$ cat src/rtl/router_sync_ctrl.sv
// Address latch, write-enable steering and per-port read-timeout watchdog for the 1x3 router.
// Optional ROUTER_TIMEOUT_STATUS_EN adds a sticky per-port timeout status with clear.
module router_sync_ctrl #(
  parameter int TIMEOUT = 30,
  parameter int CNT_W   = 5
) (
  input  logic       clk,
  input  logic       resetn,
  input  logic       detect_addr,
  input  logic       pkt_valid,
  input  logic [1:0] data_in,
  input  logic       write_enb_reg,
  input  logic       empty_0,
  input  logic       empty_1,
  input  logic       empty_2,
  input  logic       full_0,
  input  logic       full_1,
  input  logic       full_2,
  input  logic       read_enb_0,
  input  logic       read_enb_1,
  input  logic       read_enb_2,
  output logic [2:0] write_enb,
  output logic       fifo_full,
  output logic       vld_out_0,
  output logic       vld_out_1,
  output logic       vld_out_2,
  output logic       soft_reset_0,
  output logic       soft_reset_1,
  output logic       soft_reset_2
`ifdef ROUTER_TIMEOUT_STATUS_EN
  ,
  input  logic       sts_clr,
  output logic [2:0] timeout_sts
`endif
);

  logic [1:0] addr_reg;
  logic [2:0] vld_vec;
  logic [2:0] rd_vec;
  logic [2:0] soft_reset_vec;

  // 2'b11 is the "no destination" encoding; it is never latched from a header.
  always_ff @(posedge clk) begin
    if (!resetn) begin
      addr_reg <= 2'b11;
    end else if (detect_addr && pkt_valid && (data_in != 2'b11)) begin
      addr_reg <= data_in;
    end
  end

  always_comb begin
    write_enb = 3'b000;
    fifo_full = 1'b0;
    case (addr_reg)
      2'b00: begin
        write_enb = {2'b00, write_enb_reg};
        fifo_full = full_0;
      end
      2'b01: begin
        write_enb = {1'b0, write_enb_reg, 1'b0};
        fifo_full = full_1;
      end
      2'b10: begin
        write_enb = {write_enb_reg, 2'b00};
        fifo_full = full_2;
      end
      default: begin
        write_enb = 3'b000;
        fifo_full = 1'b0;
      end
    endcase
  end

  assign vld_vec   = {~empty_2, ~empty_1, ~empty_0};
  assign rd_vec    = {read_enb_2, read_enb_1, read_enb_0};
  assign vld_out_0 = vld_vec[0];
  assign vld_out_1 = vld_vec[1];
  assign vld_out_2 = vld_vec[2];

  genvar gi;
  generate
    for (gi = 0; gi < 3; gi++) begin : g_wd
      logic [CNT_W-1:0] cnt_reg;
      logic             soft_reset_reg;
      logic             stall;

      assign stall = vld_vec[gi] && !rd_vec[gi];

      // Counter wraps to zero on the terminal stall cycle so a persisting stall re-arms.
      always_ff @(posedge clk) begin
        if (!resetn) begin
          cnt_reg        <= '0;
          soft_reset_reg <= 1'b0;
        end else if (stall && (cnt_reg == CNT_W'(TIMEOUT - 1))) begin
          cnt_reg        <= '0;
          soft_reset_reg <= 1'b1;
        end else if (stall) begin
          cnt_reg        <= cnt_reg + 1'b1;
          soft_reset_reg <= 1'b0;
        end else begin
          cnt_reg        <= '0;
          soft_reset_reg <= 1'b0;
        end
      end

      assign soft_reset_vec[gi] = soft_reset_reg;
    end
  endgenerate

  assign soft_reset_0 = soft_reset_vec[0];
  assign soft_reset_1 = soft_reset_vec[1];
  assign soft_reset_2 = soft_reset_vec[2];

`ifdef ROUTER_TIMEOUT_STATUS_EN
  logic [2:0] timeout_sts_reg;

  // Set has priority over clear so a pulse coinciding with sts_clr is not lost.
  always_ff @(posedge clk) begin
    if (!resetn) begin
      timeout_sts_reg <= 3'b000;
    end else begin
      timeout_sts_reg <= (sts_clr ? 3'b000 : timeout_sts_reg) | soft_reset_vec;
    end
  end

  assign timeout_sts = timeout_sts_reg;
`endif

endmodule

$ cat config.mk
export PLATFORM = sky130hd
export DESIGN_NAME = router_sync_ctrl
export DESIGN_NICKNAME = d
export VERILOG_FILES = /design/src/rtl/router_sync_ctrl.sv
export SDC_FILE = /design/constraint.sdc
export NUM_CORES = 1
export LEC_CHECK = 0
export CORE_AREA = 2 2 41 43
export DETAILED_ROUTE_END_ITERATION = 16
export DIE_AREA = 0 0 43 45
export DONT_BUFFER_PORTS = 1
export HOLD_SLACK_MARGIN = 0.12
export PLACE_DENSITY_LB_ADDON = 0.15
export SETUP_SLACK_MARGIN = 0.2
export SYNTH_ARGS = -nofsm -noshare
export SYNTH_HDL_FRONTEND = slang
export SYNTH_SLANG_ARGS = --single-unit
$ cat constraint.sdc
create_clock -name clk -period 2.55 [get_ports clk]
set_input_delay 0.51 -clock clk [delete_from_list [all_inputs] [get_ports clk]]
set_output_delay 0.51 -clock clk [all_outputs]
set_load 0.05 [all_outputs]
==> results_dict.tcl <==
set metrics [dict create \
    rsz0062_at_grt "no" \
    power_density_nw_per_um2 588 \
    cap_violations 0 \
    ys_ff_latch 20 \
    yosys.area.top_type "dfxtp_1" \
    clk_pin_slew_ps 100 \
    cts_buffers 3 \
    initial_core_util 0.563 \
    setup_viol 0 \
    power_mw 0.536 \
    num_vias 579 \
    cp.required_ps 2040 \
    leakage_nw 0.380 \
    grt_max_degree 12 \
    synth_top_cells_by_count "21 x nor2_1, 20 x dfxtp_1, 9 x nand3_1" \
    final_cells 112 \
    largest_reg_flops 15 \
    syn-cell-area_sq_um 828 \
    drt_iter0_markers 6 \
    peakVddDrop_uv 386 \
    wl_microns 1220 \
    drive_gt1_frac 0.115 \
    period_share 0.681 \
    outcome "finished clean" \
    hold_viol_final 0 \
    drt-vias-per-instance 5.17 \
    cts_root_buffer "clkbuf_4" \
    yosys.area.top_type_share 0.483 \
    synth.most_common_cell "nor2_1" \
    std_cell_rows 14 \
    max_slew_margin 0.670 \
    io_pins 26 \
    ys_warn_count 0 \
    clk_path_buf_depth 2 \
    placed_cell_area_sq_um 876 \
    setup_tns_ps 0 \
    drc 0 \
    critPathKind "flip-flop to primary output" \
    cp_top_family "simple AND/OR/NAND/NOR gates" \
    ant_nets 0 \
    track_usage 0.147 \
    cp_max_fo 6 \
    postCtsHoldBufs 0 \
    tritoncts "done" \
    slew_viol_final 0 \
    diodes 0 \
    ys_seq_area_frac 0.483 \
    firstDrtPassIters 4 \
    ys_types 18 \
    wl_per_cell_microns 10.9 \
    ys_async_sr_fraction 0 \
    synth_enable_flop_cells 0 \
    clkLatencyLatePin_ps 290 \
    portBuffers 0 \
    min_path_type "input pin to flip-flop" \
    fin_nets 119 \
    max_freq_mhz 576 \
    ys.flop_type "dfxtp_1" \
    fp.dieArea_sq_um 1940 \
    fp.dieW_microns 43 \
    cpMaxStageDelayCell "and3b_1" \
    cpPeakStageDelay_ps 500 \
    synth_nets 111 \
    syn_to_final_growth_pct 10.1 \
    cts_sinks 20 \
    skew_ps 6.69 \
    cts_resized 0 \
    yosys-top-cells-area "dfxtp_1 48%, nor2_1 9.5%, ha_1 9.1%" \
    die-height_microns 45 \
    antenna_found_initial 0 \
    min_period_ps 1740 \
    grt_pass1_vias 550 \
    synth_cells 89 \
    dp_hpwl_microns 959 \
    end_kind "primary output" \
    placed_cells 108 \
    overflow 0 \
    post_cts_buffers 0 \
    start_kind "flip-flop" \
    path_buf_inv 0 \
    ctsHtreeMaxLevel 1 \
    core_sq_um 1470 \
    grt_first_pass_wirelength_microns 2120 \
    worst_slew_pin_slew_ps 494 \
    crit_arrival_ps 1230 \
    place_congestion 0.764 \
    final_area_sq_um 912 \
    avgSynthCellArea_sq_um 9.31 \
    path_cells "and3b_1" \
]
==> worst paths after layout <==
path                                 startpoint                             to  slack [ps]  depth (start not counted)
hold reg to reg   g_wd[2].cnt_reg[0]$_SDFF_PP0_  g_wd[2].cnt_reg[0]$_SDFF_PP0_         490                          1
hold / removal                          empty_0        soft_reset_0$_SDFF_PN0_         270                          1
setup / recovery       addr_reg[1]$_SDFFE_PN1P_                   write_enb[2]         810                          1
setup reg to reg  g_wd[1].cnt_reg[1]$_SDFF_PP0_  g_wd[1].cnt_reg[0]$_SDFF_PP0_        1460                          5
==> cells in the final DEF (no fill, tap or decap), types with 3 or more instances in the layout <==
master	count
inv_1	6
nor2_1	21
dfxtp_1	20
nand2_1	5
ha_1	6
buf_4	3
xnor2_1	3
nand3_1	9
xor2_1	6
clkbuf_4	3
==> metal layers <==
metal / up-vias / share of wire / global-route usage / wire, microns
met2: 16 / 0.47 / 0.248 / 577
met5: - / 0 / 0 / 0
li1: 306 / - / - / -
met3: 2 / 0.066 / 0.0560 / 81
met4: 0 / 0.0074 / 0.0545 / 9
met1: 255 / 0.45 / 0.172 / 555
==> cell families after synthesis <==
logic type	after synthesis	share of synthesized area
AO/OA/AOI/OAI	4	0.0317
AND/OR/NAND/NOR	43	0.260
flip-flops	20	0.483
multiplexers	1	0.0121
adder cells (fa/ha/maj)	6	0.0906
XOR/XNOR	9	0.0952
buffers and inverters	6	0.0272
==> power by group <==
group | internal (mW) | total, mW | switching, mW | leakage (nW)
Clock | 0.0869 | 0.179 | 0.0919 | 0.0210
Sequential | 0.316 | 0.321 | 0.00496 | 0.162
Combinational | 0.0106 | 0.0358 | 0.0252 | 0.197
==> cell type report <==
| cell class | count | area [sq um] |
|---|---|---|
| clock buffer | 4 | 36.3 |
| inverter | 6 | 22.5 |
| tap | 16 | 20.0 |
| sequential | 20 | 400 |
| timing repair buffer | 3 | 22.5 |
| multi-input combinational | 63 | 410 |
| fill | 131 | 559 |
==> through the flow <==
| step | util | hold slack [ps] | setup slack [ps] |
|---|---|---|---|
| after CTS | 0.620 | 265 | 802 |
| after global placement | 0.595 | 449 | 1080 |
| after global routing | 0.620 | 255 | 691 |
| final | 0.620 | 273 | 814 |
| after floorplan | - | 433 | 384 |
| after detailed placement | 0.595 | 460 | 1080 |
Power figures use the tool's default switching activity.
